`src/rtl/ram_arb_pkg.sv`:
```
// Shared types and constants for the two-port data RAM arbiter.
package ram_arb_pkg;

  typedef enum logic [1:0] {
    IDLE  = 2'd0,
    ISSUE = 2'd1,
    WAIT  = 2'd2,
    DONE  = 2'd3
  } state_e;

  localparam int AW_DEF = 7;
  localparam int DW_DEF = 32;

  localparam logic P0 = 1'b0;
  localparam logic P1 = 1'b1;

endpackage

```
`src/rtl/ram_port_arbiter_rr_arb2.sv`:
```
// Two-way round-robin pick: a lone request wins; on a tie the port that did
// not win last time is chosen.
module rr_arb2
  import ram_arb_pkg::*;
(
  input  logic req0,
  input  logic req1,
  input  logic last_grant,
  output logic gnt_valid,
  output logic sel
);

  always_comb begin
    gnt_valid = req0 | req1;
    sel       = P0;
    if (req0 && req1) begin
      sel = ~last_grant;
    end else if (req1) begin
      sel = P1;
    end
  end

endmodule

```
`src/rtl/ram_port_arbiter.sv`:
```
// Shares one single-port registered-read RAM between two req/done requesters,
// one access every four cycles, round-robin between the ports.
module ram_port_arbiter
  import ram_arb_pkg::*;
#(
  parameter int AW = AW_DEF,
  parameter int DW = DW_DEF
) (
  input  logic          clka,
  input  logic          rst,
  input  logic          req0,
  input  logic          req1,
  input  logic          we0,
  input  logic          we1,
  input  logic [AW-1:0] addr0,
  input  logic [AW-1:0] addr1,
  input  logic [DW-1:0] wdata0,
  input  logic [DW-1:0] wdata1,
  output logic          done0,
  output logic          done1,
  output logic [DW-1:0] rdata0,
  output logic [DW-1:0] rdata1,
  output logic          busy,
  output logic          ram_we,
  output logic [AW-1:0] ram_addr,
  output logic [DW-1:0] ram_din,
  input  logic [DW-1:0] ram_dout,
  output logic [1:0]    dbg_state
);

  // Handshake: a requester raises req with we/addr/wdata stable and keeps them
  // so until its done pulse; it drops req (or changes the request) on the edge
  // after done. A req still high when the FSM is back in IDLE is a new access.

  state_e          state_q, state_d;
  logic            sel_q, sel_d;
  logic            acc_we_q, acc_we_d;
  logic            last_grant_q, last_grant_d;
  logic            ram_we_q, ram_we_d;
  logic [AW-1:0]   ram_addr_q, ram_addr_d;
  logic [DW-1:0]   ram_din_q, ram_din_d;
  logic [DW-1:0]   rdata0_q, rdata0_d;
  logic [DW-1:0]   rdata1_q, rdata1_d;
  logic            gnt_valid;
  logic            gnt_sel;

  rr_arb2 u_arb (
    .req0       (req0),
    .req1       (req1),
    .last_grant (last_grant_q),
    .gnt_valid  (gnt_valid),
    .sel        (gnt_sel)
  );

  always_comb begin
    state_d      = state_q;
    sel_d        = sel_q;
    acc_we_d     = acc_we_q;
    last_grant_d = last_grant_q;
    ram_we_d     = ram_we_q;
    ram_addr_d   = ram_addr_q;
    ram_din_d    = ram_din_q;
    rdata0_d     = rdata0_q;
    rdata1_d     = rdata1_q;
    case (state_q)
      IDLE: begin
        if (gnt_valid) begin
          state_d      = ISSUE;
          sel_d        = gnt_sel;
          last_grant_d = gnt_sel;
          if (gnt_sel == P1) begin
            ram_we_d   = we1;
            ram_addr_d = addr1;
            ram_din_d  = wdata1;
            acc_we_d   = we1;
          end else begin
            ram_we_d   = we0;
            ram_addr_d = addr0;
            ram_din_d  = wdata0;
            acc_we_d   = we0;
          end
        end
      end
      ISSUE: begin
        // The RAM samples the write at the end of this cycle; never write twice.
        ram_we_d = 1'b0;
        state_d  = WAIT;
      end
      WAIT: begin
        if (!acc_we_q) begin
          if (sel_q == P1) begin
            rdata1_d = ram_dout;
          end else begin
            rdata0_d = ram_dout;
          end
        end
        state_d = DONE;
      end
      DONE: begin
        state_d = IDLE;
      end
      default: begin
        state_d = IDLE;
      end
    endcase
  end

  always_ff @(posedge clka or posedge rst) begin
    if (rst) begin
      state_q      <= IDLE;
      sel_q        <= P0;
      acc_we_q     <= 1'b0;
      last_grant_q <= P1;
      ram_we_q     <= 1'b0;
      ram_addr_q   <= '0;
      ram_din_q    <= '0;
      rdata0_q     <= '0;
      rdata1_q     <= '0;
    end else begin
      state_q      <= state_d;
      sel_q        <= sel_d;
      acc_we_q     <= acc_we_d;
      last_grant_q <= last_grant_d;
      ram_we_q     <= ram_we_d;
      ram_addr_q   <= ram_addr_d;
      ram_din_q    <= ram_din_d;
      rdata0_q     <= rdata0_d;
      rdata1_q     <= rdata1_d;
    end
  end

  assign done0     = (state_q == DONE) && (sel_q == P0);
  assign done1     = (state_q == DONE) && (sel_q == P1);
  assign busy      = (state_q != IDLE);
  assign rdata0    = rdata0_q;
  assign rdata1    = rdata1_q;
  assign ram_we    = ram_we_q;
  assign ram_addr  = ram_addr_q;
  assign ram_din   = ram_din_q;
  assign dbg_state = state_q;

endmodule

```
`config.mk`:
```
export PLATFORM = sky130hd
export DESIGN_NAME = ram_port_arbiter
export DESIGN_NICKNAME = d
export VERILOG_FILES = /design/src/rtl/ram_arb_pkg.sv /design/src/rtl/ram_port_arbiter_rr_arb2.sv /design/src/rtl/ram_port_arbiter.sv
export SDC_FILE = /design/constraint.sdc
export NUM_CORES = 1
export LEC_CHECK = 0
export BUFFER_PORTS_ARGS = -buffer_cell sky130_fd_sc_hd__buf_2
export CAP_MARGIN = 5
export CORE_ASPECT_RATIO = 1.5
export CORE_MARGIN = 2
export CORE_UTILIZATION = 30
export CTS_CLUSTER_DIAMETER = 150
export DETAILED_ROUTE_END_ITERATION = 10
export GPL_TIMING_DRIVEN = 0
export SLEW_MARGIN = 20
export SYNTH_ARGS = -nofsm -noshare
export SYNTH_HDL_FRONTEND = slang
export SYNTH_SLANG_ARGS = --single-unit
export TNS_END_PERCENT = 50
```
`constraint.sdc`:
```
create_clock -name clka -period 3.6 [get_ports clka]
set_input_delay 0 -clock clka [delete_from_list [all_inputs] [get_ports clka]]
set_output_delay 0 -clock clka [all_outputs]
set_load 0.01 [all_outputs]
```
==> results.yml, run 1 <==
setup_path:
  critical_path_required_ns: 3.88
  worstSetupPathType: "flop to flop"
  reg2reg_depth: 7
  reg2reg_slack_ns: 1.23
  cp_max_fo: 10
  path_common_cell: "a21oi_1"
  max_stage_delay_ns: 0.55
  rr_startpoint: "dbg_state[1]"
  crit_start: "dbg_state[1]"
  worstSetupStartpointType: "flop"
  worstReg2RegEnd: "ram_din[11]"
  crit_path_cell_trace: "inv_1, ha_1, o21ai_1, clkbuf_1, a21oi_1, a21oi_1, dlygate4sd3_1"
  crit_end: "ram_din[11]"
  path_depth: 7
  cp-end-kind: "flop"
  cp_num_buf_inv: 3
  critPathArrivalTime_ns: 2.65
  crit_family: "buffers and inverters"
  critPathSlowestCell: "dlygate4sd3_1"
global_route:
  grt_pass1_wl_mm: 21.8
  antenna_found_initial: 0
  grt_pass1_vias: 4519
  grt_usage_pct: 16.6
  overflow: 0
  grt_max_degree: 81
synthesis:
  yosysMostFrequentCell: "dfrtp_1"
  synth_ff_type: "dfrtp_1"
  synth_area_sq_um: 4540
  synth.net_count: 507
  netlist-cell-type-count: 28
  yosys.area.top_type: "dfrtp_1"
  synthArstFlopShare_pct: 100
  synthTopCellsByArea: "dfrtp_1, mux2_2, a21oi_1, nand2_1, nor2_1"
  synth_seq_cells: 109
  ys_top_cells_by_count: "dfrtp_1, a21oi_1, mux2_2, nand2_1, nor2_1"
  yosysSeqAreaShare_pct: 60.1
  syn_inst: 386
  syn_avg_cell_area_sq_um: 11.8
  yosys_warnings: 0
  netlist.area_leader.share_pct: 59.6
  synth-edff-count: 0
power_and_ir_drop:
  vdd_drop_max_v: 0.000320
  p_per_area_nw_per_um2: 821
  leakage_uw: 0.00355
finish:
  fin_nets: 859
  drive_above_1_share_pct: 44.6
  num_antenna_cells: 0
  fill_cells: 1327
  postLayoutCellArea_sq_um: 7380
  area.growth.synth_to_final_pct: 62.7
  fin_util_pct: 49.4
floorplanning:
  dieWidth_microns: 104
  io_pins: 225
  rows: 55
  core_area_sq_um: 14900
  start_util_pct: 30.4
  dieArea_sq_um: 16100
  die_h_microns: 155
place:
  finalWeightedCongestion: 0.807
  place_area_sq_um: 5940
  detailedPlace.worstSlack_ns: 1.72
  dpl.hpwl_mm: 9.38
  io_buffers: 224
route:
  drc: 0
  ant_nets: 0
  routedWlPerCell_microns: 14.4
  routed_wl_mm: 13.6
  firstDrtPassIters: 4
  avgViaCountPerCell: 4.54
  num_vias: 4273
  drtIter0Drc: 156
run_status:
  outcome: "complete, no violations"
cts:
  path_clk_slew_ns: 0.07
  clkLatencyLatePin_ns: 0.34
  clock_path_buffers: 2
  cts_resized: 0
  cts_buffers: 9
  cts_root_buf: "clkbuf_16"
  post_cts_buffers: 0
  ctsHoldBuffers: 116
  cts_tree: "yes"
  cts.sinks: 109
  htreeDepth: 3
timing:
  rsz0062_at_grt: "no"
  timing.final.crit_period_ns: 2.37
  worst_pin_slew_ns: 0.415
  fin_ws_ns: 1.23
  setup_viol_count_final: 0
  report.final.slew_viol_count: 0
  slew_headroom_pct: 72.1
  hold_viol: 0
  max_clock_freq_mhz: 422
  period_share_pct: 65.9
  skew_ns: 0.00795
flow_run:
  maxCapViolations: 0
min_path:
  hp-class: "input port to flop"
[placed cells by master (no fill, tap or decap), types with 2 or more instances in the layout]
cell type      netlist  routed
clkinv_4             0       2
clkbuf_1             2       2
inv_6                0       2
buf_6                5       5
clkbuf_16            0       9
nor2_1              42      42
dlygate4sd3_1        0     116
dfrtp_1            108     108
a21oi_1             79      79
a31oi_1              3       3
ha_1                 5       5
buf_2               15     239
inv_8                0       2
mux2_1               2       2
inv_1                3       2
mux2_2              63      63
nand2_1             43      43
[per-layer routing]
| layer | GRT usage [%] | up-vias | routed length [microns] |
|---|---|---|---|
| li1 | - | 2015 | - |
| met1 | 18.7 | 2076 | 5510 |
| met2 | 31.2 | 166 | 7180 |
| met3 | 3.58 | 16 | 665 |
| met4 | 4.76 | 0 | 207 |
| met5 | 0 | - | 0 |
[how the worst min path moves through the flow]
| stage | from | to | slack (ns) | cells past startpoint |
|---|---|---|---|---|
| floorplan | req0 | last_grant_q | 0.07 | 1 |
| global placement | ram_dout[2] | rdata0[2] | 0.23 | 2 |
| detailed placement | rst | rdata0[11] | -0.001 | 2 |
| CTS | req1 | dbg_state[0] | 0.11 | 4 |
| global route | req1 | dbg_state[0] | 0.15 | 4 |
| finish | req1 | dbg_state[0] | 0.12 | 4 |
[through the flow]
step / hold slack, ns / setup TNS (ns) / instances / power (uW)
2_1_floorplan: 0.0730 / 0 / 386 / 3590
3_3_place_gp: 0.233 / -55.63 / 809 / 4540
3_5_place_dp: -0.00132 / 0 / 810 / 4630
4_1_cts: 0.107 / 0 / 941 / 6110
5_1_grt: 0.149 / 0 / 941 / 6490
6_report: 0.123 / 0 / 941 / 6060
[state kept, by name, summed over array words and instances, names as in the netlist]
register and cells:
ram_din 32, rdata0 32, acc_we_q 1, ram_we 1, rdata1 32, last_grant_q 1, dbg_state 2, ram_addr 7
sel_q 1
[cell families after synthesis]
family | Yosys count | share of synthesized area (%)
buf+inv | 27 | 3.56
mux | 66 | 16.4
simple gates | 91 | 8.36
compound gates | 88 | 10.2
flops | 109 | 60.1
fa+ha+maj | 5 | 1.38
[where the power goes]
part | internal (uW) | switching [uW]
registers | 1860 | 349
logic | 1560 | 1350
clock network | 481 | 460
[final cells by class]
cell class	instances	area, sq um	share of cell area [%]
inverter	4	20.0	0.271
tap	199	249	3.37
timing repair buffer	341	2310	31.3
buffer	23	146	1.98
multi-input combinational	250	1650	22.3
sequential	109	2730	37.0
clock buffer	9	225	3.05
clock inverter	6	56.3	0.763
[worst min-delay path: stages]
cell and delay, ns:
buf_2 0.14, nor2_1 0.07, nand2_1 0.12, mux2i_1 0.09
No activity file was read; power rests on OpenSTA's default activity.
==> inputs of run 2 (changes only) <==
clock period = 2.5 ns   (was 3.6 ns; I/O delays follow)
==> run 2 against run 1 <==
  * Wire length grew 1.4%
  * Sequential cell count is the same
  * Die area is the same
  * Via count grew 1.1%
==> results.yml, run 2 (synthesis results as in run 1) <==
timing:
  max_clock_freq_mhz: 447
  period_share_pct: 89.5
  worst_pin_slew_ns: 0.516
  timing.final.crit_period_ns: 2.24
  rsz0062_at_grt: "no"
  hold_viol: 0
  report.final.slew_viol_count: 0
  fin_ws_ns: 0.263
  setup_tns_ns: 0
  skew_ns: 0.00758
  slew_headroom_pct: 65.6
  setup_viol_count_final: 0
place:
  io_buffers: 224
  finalWeightedCongestion: 0.813
  dpl.hpwl_mm: 9.54
  detailedPlace.worstSlack_ns: 0.616
  dp.cells: 812
  place_area_sq_um: 5970
power_and_ir_drop:
  vdd_drop_max_v: 0.000529
  internal_power_uw: 5630
  p_clk_share_pct: 15.6
  total_power_uw: 8730
  swShare_pct: 35.5
  p_switching_uw: 3100
  combPwrFrac_pct: 48.3
  leakage_uw: 0.00356
  seqPwrFrac_pct: 36.2
  p_per_area_nw_per_um2: 1180
finish:
  fill_cells: 1369
  final_cell_mix: "buf_2, dlygate4sd3_1, dfrtp_1, a21oi_1, mux2_2"
  postLayoutCellArea_sq_um: 7420
  num_antenna_cells: 0
  multi_input_comb_area_sq_um: 1650
  final_common_cell: "buf_2"
  final_cells: 943
  area.growth.synth_to_final_pct: 63.5
  drive_above_1_share_pct: 45.2
  regArea_sq_um: 2730
  fin_nets: 861
cts:
  post_cts_buffers: 0
  cts_buffers: 9
  cts_root_buf: "clkbuf_16"
  cts_tree: "yes"
  path_clk_slew_ns: 0.08
  cts.sinks: 109
  htreeDepth: 3
  clkLatencyLatePin_ns: 0.34
  clock_path_buffers: 2
floorplanning:
  die_h_microns: 155
  start_util_pct: 30.4
  io_pins: 225
  core_area_sq_um: 14900
  dieWidth_microns: 104
  rows: 55
  dieArea_sq_um: 16100
setup_path:
  critical_path_required_ns: 2.77
  worstSetupStartpointType: "flop"
  cp_max_fo: 10
  max_stage_delay_ns: 0.59
  cp-end-kind: "flop"
  worstSetupPathType: "flop to flop"
  path_common_cell: "buf_2"
  critPathArrivalTime_ns: 2.51
  crit_path_cell_trace: "inv_1, ha_2, o21a_1, buf_2, buf_2, nor2_1, a21oi_1, dlygate4sd3_1"
  critPathSlowestCell: "dlygate4sd3_1"
route:
  num_vias: 4321
  drtIter0Drc: 183
  avgViaCountPerCell: 4.58
  routed_wl_mm: 13.8
  routedWlPerCell_microns: 14.6
  firstDrtPassIters: 4
  drc: 0
  ant_nets: 0
global_route:
  antenna_found_initial: 0
  overflow: 0
  grt_usage_pct: 17.0
  grt_pass1_vias: 4596
  grt_pass1_wl_mm: 22.1
  grt_max_degree: 34
min_path:
  hp-class: "input port to flop"
run_status:
  outcome: "complete, no violations"
flow_run:
  maxCapViolations: 0
## run 2: changes by cell type in the layout (fill, tap and decap cells not counted), moves of 2 or more
cell      delta
clkbuf_1     -2
inv_6        -2
buf_12       +3
clkbuf_2     +2
## run 2: worst paths after layout
kind	slack (ns)	end	depth (start not counted)	from
worst min-delay path	0.12	dbg_state[0]	4	req1
worst max register to register	0.26	ram_din[29]	8	dbg_state[0]
worst max-delay path	0.26	ram_din[29]	8	dbg_state[0]
max in group asynchronous	1.48	ram_din[0]	5	rst
worst min register to register	0.49	rdata0[0]	1	rdata0[0]
min in group asynchronous	0.26	rdata0[17]	3	rst
## run 2: power by group through the flow
stage	sequential, uW	clock, uW	combinational, uW
after floorplan	3580	0	1590
after global placement	3160	0	3360
after detailed placement	3180	0	3480
after CTS	3160	1410	4200
after global routing	3290	1490	4600
final	3160	1360	4220
## run 2: per-stage QoR
stage	util [%]	hold slack (ns)
global route	49.7	0.156
CTS	49.6	0.0985
detailed placement	40.0	0.0667
floorplan	-	0.0730
global placement	39.6	0.232
finish	49.7	0.124
## run 2: critical path: cells and delay by family, from the launching register on
| kind | cells | cell delay (ns) |
|---|---|---|
| AO/OA/AOI/OAI | 2 | 0.26 |
| adder cells (fa/ha/maj) | 1 | 0.27 |
| buffers and inverters | 4 | 1.15 |
| flip-flops | 1 | 0.43 |
| AND/OR/NAND/NOR | 1 | 0.06 |
## run 2: layout make-up
type,instances,area share [%]
clock buffers,9,3.04
inverters,4,0.253
repair buffers,343,31.6
plain buffers,23,2.01
well taps,199,3.36
flip-flops and latches,109,36.8
clock inverters,6,0.759
multi-input cells,250,22.2
## run 2: timing repair
action	in CTS	in global routing
setup endpoints to repair	0	20
hold buffers	116	0
resized for setup	0	5
hold endpoints to repair	126	0
## run 2: per-layer routing
metal / global-route usage, % / vias to the layer above / part of all wire, %
met1: 18.8 / 2070 / 39
li1: - / 2021 / -
met5: 0 / - / 0
met2: 31.7 / 201 / 53
met4: 5.53 / 0 / 2.5
met3: 3.92 / 29 / 5.7
